[config.mk]
export PLATFORM = sky130hd
export DESIGN_NAME = frame_swap_scheduler
export DESIGN_NICKNAME = d
export VERILOG_FILES = /design/src/rtl/litspin_pkg.sv /design/src/rtl/frame_swap_scheduler_tick_sync.sv /design/src/rtl/frame_swap_scheduler.sv
export SDC_FILE = /design/constraint.sdc
export NUM_CORES = 1
export LEC_CHECK = 0
export ABC_CLOCK_PERIOD_IN_PS = 1850
export CORE_UTILIZATION = 37
export DETAILED_ROUTE_END_ITERATION = 6
export HOLD_SLACK_MARGIN = 0.1
export PLACE_DENSITY_LB_ADDON = 0.15
export SLEW_MARGIN = 15
export SYNTH_ARGS = -nofsm -noshare
export SYNTH_HDL_FRONTEND = slang
export SYNTH_HIERARCHICAL = 1
export SYNTH_SLANG_ARGS = --single-unit
[constraint.sdc]
create_clock -name clk -period 1.85 [get_ports clk]
set_input_delay 0.37 -clock clk [delete_from_list [all_inputs] [get_ports clk]]
set_output_delay 0.37 -clock clk [all_outputs]
set_load 0.02 [all_outputs]
[src/rtl/litspin_pkg.sv]
// Shared types and sizing helpers for the LitSpin LED band datapath.
package litspin_pkg;

    typedef enum logic [2:0] {
        FSS_IDLE,
        FSS_LOAD,
        FSS_WAIT_TICK,
        FSS_SWAP,
        FSS_FC_WR,
        FSS_FC_STROBE
    } fss_state_t;

    typedef logic [47:0] fc_word_t;

    function automatic int unsigned calc_frame_words(input int unsigned rows,
                                                     input int unsigned angles,
                                                     input int unsigned bpc,
                                                     input int unsigned w_width);
        return (3 * bpc * rows * angles) / w_width;
    endfunction

    function automatic int unsigned calc_addr_w(input int unsigned frame_words);
        return $clog2(frame_words);
    endfunction

endpackage

[src/rtl/frame_swap_scheduler_tick_sync.sv]
// Two-flop synchronizer for an asynchronous level, with a one-cycle rising-edge pulse.
module tick_sync (
    input  logic clk,
    input  logic rst_n,
    input  logic async_in,
    output logic rise
);

    // [0],[1]: metastability chain; [2]: previous synchronized level for edge detect
    logic [2:0] sync_q, sync_d;

    always_comb begin
        sync_d = {sync_q[1:0], async_in};
    end

    always_ff @(posedge clk or negedge rst_n) begin
        if (!rst_n) begin
            sync_q <= '0;
        end else begin
            sync_q <= sync_d;
        end
    end

    assign rise = sync_q[1] & ~sync_q[2];

endmodule

[src/rtl/frame_swap_scheduler.sv]
// Loads one colour frame into the back buffer, swaps it on a turn boundary,
// and serialises focus-control register writes into the same controller.
module frame_swap_scheduler
    import litspin_pkg::*;
#(
    parameter int unsigned NB_LED_ROWS   = 32,
    parameter int unsigned NB_ANGLES     = 128,
    parameter int unsigned BIT_PER_COLOR = 8,
    parameter int unsigned W_DATA_WIDTH  = 128,
    parameter bit          SWAP_ON_TICK  = 1'b1,
    localparam int unsigned FRAME_WORDS  =
        calc_frame_words(NB_LED_ROWS, NB_ANGLES, BIT_PER_COLOR, W_DATA_WIDTH),
    localparam int unsigned ADDR_W       = calc_addr_w(FRAME_WORDS)
) (
    input  logic                    clk,
    input  logic                    rst,
    input  logic                    turn_tick,
    input  logic                    s_valid,
    input  logic                    s_sof,
    input  logic [W_DATA_WIDTH-1:0] s_data,
    output logic                    s_ready,
    input  logic                    fc_req,
    input  logic [47:0]             fc_data,
    input  logic                    fc_addr,
    output logic                    fc_ack,
    output logic [ADDR_W-1:0]       color_w_addr,
    output logic [W_DATA_WIDTH-1:0] color_w_data,
    output logic                    color_w_enable,
    output logic [47:0]             fc_w_data,
    output logic                    fc_w_addr,
    output logic                    fc_w_enable,
    output logic                    write_fc,
    output logic                    new_frame,
    output logic                    busy,
    output logic                    err_restart,
    output logic                    err_drop
);

    localparam logic [ADDR_W-1:0] LAST_ADDR = ADDR_W'(FRAME_WORDS - 1);

    fss_state_t              state_q, state_d;
    logic [ADDR_W-1:0]       cnt_q, cnt_d;
    logic                    run_q;
    fc_word_t                fc_data_q, fc_data_d;
    logic                    fc_addr_q, fc_addr_d;
    logic                    color_we_q, color_we_d;
    logic [ADDR_W-1:0]       color_addr_q, color_addr_d;
    logic [W_DATA_WIDTH-1:0] color_data_q, color_data_d;
    logic                    new_frame_q, new_frame_d;
    logic                    err_restart_q, err_restart_d;
    logic                    err_drop_q, err_drop_d;
    logic                    tick_rise;
    logic                    xfer;
    logic                    fc_take;

    tick_sync u_tick_sync (
        .clk      (clk),
        .rst_n    (rst),
        .async_in (turn_tick),
        .rise     (tick_rise)
    );

    // run_q keeps s_ready low while reset is held and for the edge that releases it
    always_ff @(posedge clk or negedge rst) begin
        if (!rst) begin
            state_q <= FSS_IDLE;
            run_q   <= 1'b0;
        end else begin
            state_q <= state_d;
            run_q   <= 1'b1;
        end
    end

    always_comb begin
        state_d = state_q;
        case (state_q)
            FSS_IDLE: begin
                if (fc_take) begin
                    state_d = FSS_FC_WR;
                end else if (xfer && s_sof) begin
                    state_d = FSS_LOAD;
                end
            end
            FSS_LOAD: begin
                if (xfer && !s_sof && cnt_q == LAST_ADDR) begin
                    state_d = SWAP_ON_TICK ? FSS_WAIT_TICK : FSS_SWAP;
                end
            end
            FSS_WAIT_TICK: begin
                if (tick_rise) begin
                    state_d = FSS_SWAP;
                end
            end
            FSS_SWAP:      state_d = FSS_IDLE;
            FSS_FC_WR:     state_d = FSS_FC_STROBE;
            FSS_FC_STROBE: state_d = FSS_IDLE;
            default:       state_d = FSS_IDLE;
        endcase
    end

    always_comb begin
        fc_take     = run_q && fc_req && (state_q == FSS_IDLE);
        s_ready     = run_q && ((state_q == FSS_LOAD) || (state_q == FSS_IDLE && !fc_req));
        xfer        = s_valid && s_ready;
        busy        = (state_q != FSS_IDLE);
        fc_ack      = (state_q == FSS_FC_WR);
        fc_w_enable = (state_q == FSS_FC_WR);
        write_fc    = (state_q == FSS_FC_STROBE);
    end

    // new_frame is registered off SWAP so it lands one cycle after the last write pulse
    always_comb begin
        cnt_d         = cnt_q;
        fc_data_d     = fc_data_q;
        fc_addr_d     = fc_addr_q;
        color_we_d    = 1'b0;
        color_addr_d  = color_addr_q;
        color_data_d  = color_data_q;
        new_frame_d   = (state_q == FSS_SWAP);
        err_restart_d = 1'b0;
        err_drop_d    = 1'b0;

        if (fc_take) begin
            fc_data_d = fc_data;
            fc_addr_d = fc_addr;
        end

        if (xfer) begin
            if (s_sof) begin
                color_we_d    = 1'b1;
                color_addr_d  = '0;
                color_data_d  = s_data;
                cnt_d         = ADDR_W'(1);
                err_restart_d = (state_q == FSS_LOAD);
            end else if (state_q == FSS_IDLE) begin
                err_drop_d = 1'b1;
            end else begin
                color_we_d   = 1'b1;
                color_addr_d = cnt_q;
                color_data_d = s_data;
                if (cnt_q != LAST_ADDR) begin
                    cnt_d = cnt_q + ADDR_W'(1);
                end
            end
        end

        if (state_q == FSS_SWAP) begin
            cnt_d = '0;
        end
    end

    always_ff @(posedge clk or negedge rst) begin
        if (!rst) begin
            cnt_q         <= '0;
            fc_data_q     <= '0;
            fc_addr_q     <= 1'b0;
            color_we_q    <= 1'b0;
            color_addr_q  <= '0;
            color_data_q  <= '0;
            new_frame_q   <= 1'b0;
            err_restart_q <= 1'b0;
            err_drop_q    <= 1'b0;
        end else begin
            cnt_q         <= cnt_d;
            fc_data_q     <= fc_data_d;
            fc_addr_q     <= fc_addr_d;
            color_we_q    <= color_we_d;
            color_addr_q  <= color_addr_d;
            color_data_q  <= color_data_d;
            new_frame_q   <= new_frame_d;
            err_restart_q <= err_restart_d;
            err_drop_q    <= err_drop_d;
        end
    end

    assign color_w_enable = color_we_q;
    assign color_w_addr   = color_addr_q;
    assign color_w_data   = color_data_q;
    assign fc_w_data      = fc_data_q;
    assign fc_w_addr      = fc_addr_q;
    assign new_frame      = new_frame_q;
    assign err_restart    = err_restart_q;
    assign err_drop       = err_drop_q;

endmodule

## Word level (Yosys, flattened, before mapping)

Cells that the tools add are included.

| cells by class | value |
|---|---|
| reduce and logical (&&, ||, !) cells | 18 |
| multiplexer cells | 22 |
| eq/ne operators | 12 |
| bitwise logic cells | 2 |
| $add $sub $neg | 1 |

Operators by type and width:

| operator | number |
|---|---|
| 128-bit two-way mux | 2 |
| 10-bit two-way mux | 7 |
| 3-bit two-way mux | 4 |
| 3-bit one-hot mux with 4 select lines | 1 |
| 10-bit by 1-bit adder with 10-bit output (second input constant) | 1 |
| 10-bit == test (second input constant) | 1 |
| 10-bit inequality test (second input constant) | 1 |
| 1-bit logical AND | 8 |
| 1-bit two-way mux | 8 |
| 3-bit by 2-bit == test with 1-bit output (second input constant) | 2 |
| 3-bit == test (second input constant) | 2 |
| 2-bit inequality test (second input constant) | 3 |
| 3-bit inequality test (second input constant) | 2 |
| 3-bit AND reduction | 2 |
| 3-bit nonzero test | 2 |
| 3-bit by 1-bit == test with 1-bit output (second input constant) | 1 |
| 3-bit logical NOT | 1 |
| 1-bit logical NOT | 2 |
| 2-bit AND reduction | 1 |
| 2-bit nonzero test | 1 |
| 1-bit bitwise AND | 1 |
| 1-bit logical OR | 1 |
| 1-bit inverter | 1 |

| storage, ports and cells | value |
|---|---|
| output and inout bits | 196 |
| bits in registers | 208 |
| logic and storage cells | 67 |

## Logic depth before layout (Yosys ltp)

| depth | value |
|---|---|
| depth after elaboration | 9 |
| gate-level depth with buffers | 8 |
| depth with buffers taken out | 5 |

## Hierarchy

Netlist, hierarchy kept.

Modules (own cells, without submodules):

| module | area each (sq um) | cells each | instances |
|---|---|---|---|
| frame_swap_scheduler | 8,075.2 | 785 | 1 |
| tick_sync | 88.8 | 4 | 1 |

## Least setup slack after synthesis

Ideal clock, no wire load.

| path | value |
|---|---|
| path type | reg-to-output |
| from | register state_q[0] |
| to | output s_ready |
| stages on the path, launching flop included | 5 |
| required time | 1.480 ns |
| slack | -0.036 ns |
| arrival | 1.516 ns |
| path through | dfrtp_1 -> buf_2 -> clkbuf_1 -> nor2b_1 -> nor4b_1 |

| on the way | value |
|---|---|
| cells in the longest elaborated chain, start to end | 4 |
| elaborated cells between the ends (all ways) | 5 |

Ends and longest elaborated chain:

| item | RTL line | RTL |
|---|---|---|
| start, declared | frame_swap_scheduler.sv:41 | `fss_state_t state_q, state_d;` |
| start signal, assigned | frame_swap_scheduler.sv:69 | `state_q <= state_d;` |
| 3-bit logical NOT | frame_swap_scheduler.sv:103 | `s_ready = run_q && ((state_q == FSS_LOAD) \|\| (state_q == FSS_IDLE && !fc_req));` |
| 1-bit logical AND | frame_swap_scheduler.sv:103 |  |
| 1-bit logical OR * | frame_swap_scheduler.sv:103 |  |
| 1-bit logical AND * | frame_swap_scheduler.sv:103 |  |
| end, declared | frame_swap_scheduler.sv:21 | `output logic s_ready,` |

Every way passes the cells marked *; elsewhere a longest branch is shown, timed or not.

## Worst setup path in the final report

| path | value |
|---|---|
| from | register state_q[0] |
| to | output busy |

| on the way | value |
|---|---|
| cells in the longest elaborated chain, start to end | 1 |

Ends and longest elaborated chain:

| item | RTL line | RTL |
|---|---|---|
| 3-bit nonzero test | frame_swap_scheduler.sv:105 | `busy = (state_q != FSS_IDLE);` |
| end, declared | frame_swap_scheduler.sv:34 | `output logic busy,` |

Every way passes these cells.

==> results.md <==
* Minimum clock period at 1876 ps
* Critical path class: reg -> out
* Crit Path Max Fanout at 4
* Synth Area in XOR/XNOR at 0%
* Post-Syn Area at 0.008164 mm²
* Cells after synthesis at 789
* Largest family of logic cells by synthesized area: simple AND/OR/NAND/NOR gates
* Critical Path AT at 1510 ps
* Clock Sinks at 208
* Fillcell total at 1732
* Area taken by multi-input logic gates at 0.002756 mm²
* Die height at 150.5 µm
* Period utilisation layout at 101.4%
* Share of the synthesized area in the top cell type at 63.75%
* Met3 Track Usage GR at 6.242%
* Max clock buf depth at 3
* Final Hold Fails at 0
* Max-Cap Viols at 0
* Net count, final at 1395
* DRT iter0 DRCs at 262
* Busiest grt layer: met2
* Via count at 7021
* Max VDD drop at 681.4 µV
* Simple-gate share of the synthesized area at 21.70%
* M1 GR Usage at 24.68%
* Post-synth EDFFs at 0
* First-pass GRT wire length at 36650 µm
* Power Dens Cells at 1084 mW/mm²
* Slew Viols, Final at 0
* Yosys warns at 6
* Routed length per placed instance at 16.28 µm
* IO buf count at 378
* Worst-Margin Slew at 628.6 ps
* RSZ-0062 raised after global routing: yes
* Post-Synth Adder-Cell Area at 0.1533%
* Final ANT Viol Nets at 0
* Slew HR at 57.01%
* GRT Total Usage at 20.51%
* Largest net degree at the start of global routing at 50
* Asr flop ratio synth at 100.0%
* 1st-pass router iterations at 4
* Area growth syn-to-layout at 68.17%
* Mux cell area share after synthesis at 6.759%
* Setup crit end kind: primary output
* Core area at 0.02135 mm²
* Total Wirelength at 24460 µm
* Lkg Pwr at 7.511 nW
* Initial antenna violation count at 0
* Synth top area cells: dfrtp_1 64%, nand2_1 18%, mux2_2 6.8%
* Final instance area at 0.01373 mm²
* Synthesized flop and latch total at 208
* Remaining Overflow, GRT at 0
* Clock root cell: clkbuf_16
* Share of layout cells above drive strength 1 at 14.59%
* HPWL after DPL at 17060 µm
* IO Count at 379
* # H-tree levels at 1
* CTS tree: built
* Worst hold path type: in -> reg
* Clock Latency Late Sink at 500 ps
* Avg Inst Size Synth at 10.35 µm²
* Post-route worst setup slack at -26.44 ps
* Nature of the critical path startpoint: flip-flop
* Starting Density at 38.23%
* Global placer's final weighted congestion at 0.7907
* Post-route DRC at 0
* Syn Nets at 973
* Failing checks: setup timing
* Number of global-route vias before repair at 7006
* Area after DPL at 0.01267 mm²
* Synth Area in Compound Gates at 4.368%
* Register area share after synthesis at 63.75%
* FF+latch area at 0.005209 mm²
* Die W at 150.5 µm
* CTS clk-pin slew, worst paths at 60 ps
* CTS buffer count at 24
* Status: finished with violations
* Slowest CP cell: dfrtp_2
* Die area at 0.02266 mm²
* Avg Vias per Cell at 4.671
* Site row count at 53
* Final Util at 64.30%
* Flop-to-flop setup slack at 50 ps
* Top_reg_cell synth: dfrtp_1
* Met2 track demand over resource at 35.21%
* Data required, critical path at 1480 ps
* Endpoints failing setup at 1
* Max Clk Rate at 532.9 MHz
* Worst-path cell chain: or3_4 -> buf_6
* Skew final at 8.214 ps
* Area leader, netlist: dfrtp_1
* Synth cell types at 57
* Worst path max stage delay at 430 ps
## synthesized netlist by cell type, types with 2 or more instances
library cell	number
buf_6	3
or3_4	2
nor4_1	2
or4_1	3
o21ai_0	6
nor2b_1	2
a31oi_1	2
nand3_1	6
dfrtp_1	208
buf_4	3
nand3b_1	2
a211oi_1	2
inv_1	6
buf_2	26
nor4b_1	2
clkbuf_1	12
and3_1	2
nand2_1	391
nor2_1	2
o41ai_1	2
o31ai_1	4
mux2_2	49
nand2b_1	3
a21boi_1	2
a41oi_1	2
a22o_1	9
a21oi_1	6
## power breakdown
part | leakage, nW | switching (mW) | internal (mW) | total [mW]
sequential | 2.60 | 0.396 | 5.39 | 5.78
clock | 0.418 | 1.85 | 3.22 | 5.07
combinational | 4.49 | 2.13 | 1.90 | 4.03
total | 7.51 | 4.38 | 10.5 | 14.9
## cell families after synthesis
kind of cell             Yosys count
flip-flops                       208
other                              1
AO/OA/AOI/OAI                     47
adder cells (fa/ha/maj)            1
buffers and inverters             52
multiplexers                      49
AND/OR/NAND/NOR                  431
## area by class of cell
type	instances	area share [%]
Sequential cell	208	37.94
Inverter	7	0.2278
Tap cell	275	2.506
Clock buffer	35	5.195
Timing Repair Buffer	440	32.98
Timing Repair inverter	1	0.04557
Antenna cell	1	0.01823
Clock inverter	7	1.012
Multi-Input combinational cell	529	20.08
## placed cells by master, fill, tap and decap left out, types with 3 or more instances in the layout
cell type / n
dlygate4sd2_1: 130
dlymetal6s2s_1: 57
o31ai_1: 4
clkbuf_16: 30
buf_6: 4
buf_12: 15
nand2b_1: 3
dfrtp_1: 205
buf_4: 39
clkbuf_1: 5
mux2_2: 49
a21oi_1: 6
a22o_1: 9
bufinv_16: 4
nand3_1: 6
clkbuf_8: 6
o21ai_0: 6
dfrtp_2: 3
inv_1: 5
nand2_1: 391
clkdlybuf4s50_1: 185
## metal layers
layer / vias up / part of all wire, %
met1: 3335 / 39
met5: - / 0
met2: 251 / 50
met4: 0 / 2.3
met3: 45 / 8.9
li1: 3390 / -
## final timing paths
path | depth (start not counted) | startpoint | endpoint
min in group asynchronous | 2 | rst | fc_w_data[25]
max | 2 | state_q[0] | busy
min reg2reg | 0 | u_tick_sync/sync_q[0] | u_tick_sync/sync_q[1]
min | 1 | turn_tick | u_tick_sync/sync_q[0]
max in group asynchronous | 3 | rst | color_w_data[125]
max reg2reg | 5 | state_q[1] | cnt_q[3]
## flip-flops by register name (all words and copies together), names as in the netlist
| name | count |
|---|---|
| cnt_q | 10 |
| color_w_addr | 10 |
| color_w_data | 128 |
| color_w_enable | 1 |
| err_drop | 1 |
| err_restart | 1 |
| fc_w_addr | 1 |
| fc_w_data | 48 |
| new_frame | 1 |
| run_q | 1 |
| state_q | 3 |
| u_tick_sync/sync_q | 3 |
## timing repair
item / in CTS / in global routing
cloned: 0 / 6
setup buffers: 2 / 6
gates resized for setup: 157 / 74
setup endpoints to repair: 135 / 197
pin swaps: 3 / 6
hold buffers: 1 / 0
endpoints found under the hold margin: 41 / 0
## through the flow
stage	hold slack (ps)	cells	power, mW	setup slack [ps]	TNS (ps)
2_1_floorplan	74.41	789	7.757	25.97	0
3_3_place_gp	335.2	1447	10.26	-314.7	-13850
3_5_place_dp	341.3	1447	10.33	-329.0	-26960
4_1_cts	317.7	1492	15.10	-81.25	-157.8
5_1_grt	338.3	1502	15.59	-52.12	-115.8
6_report	337.0	1503	14.89	-26.44	-26.44
## critical path, delay by kind of cell (launching register included)
family	cells	cell delay (ps)
buffers and inverters	1	150
DFF	1	430
and+or+nand+nor	1	420
No activity file was read; power rests on OpenSTA's default activity.
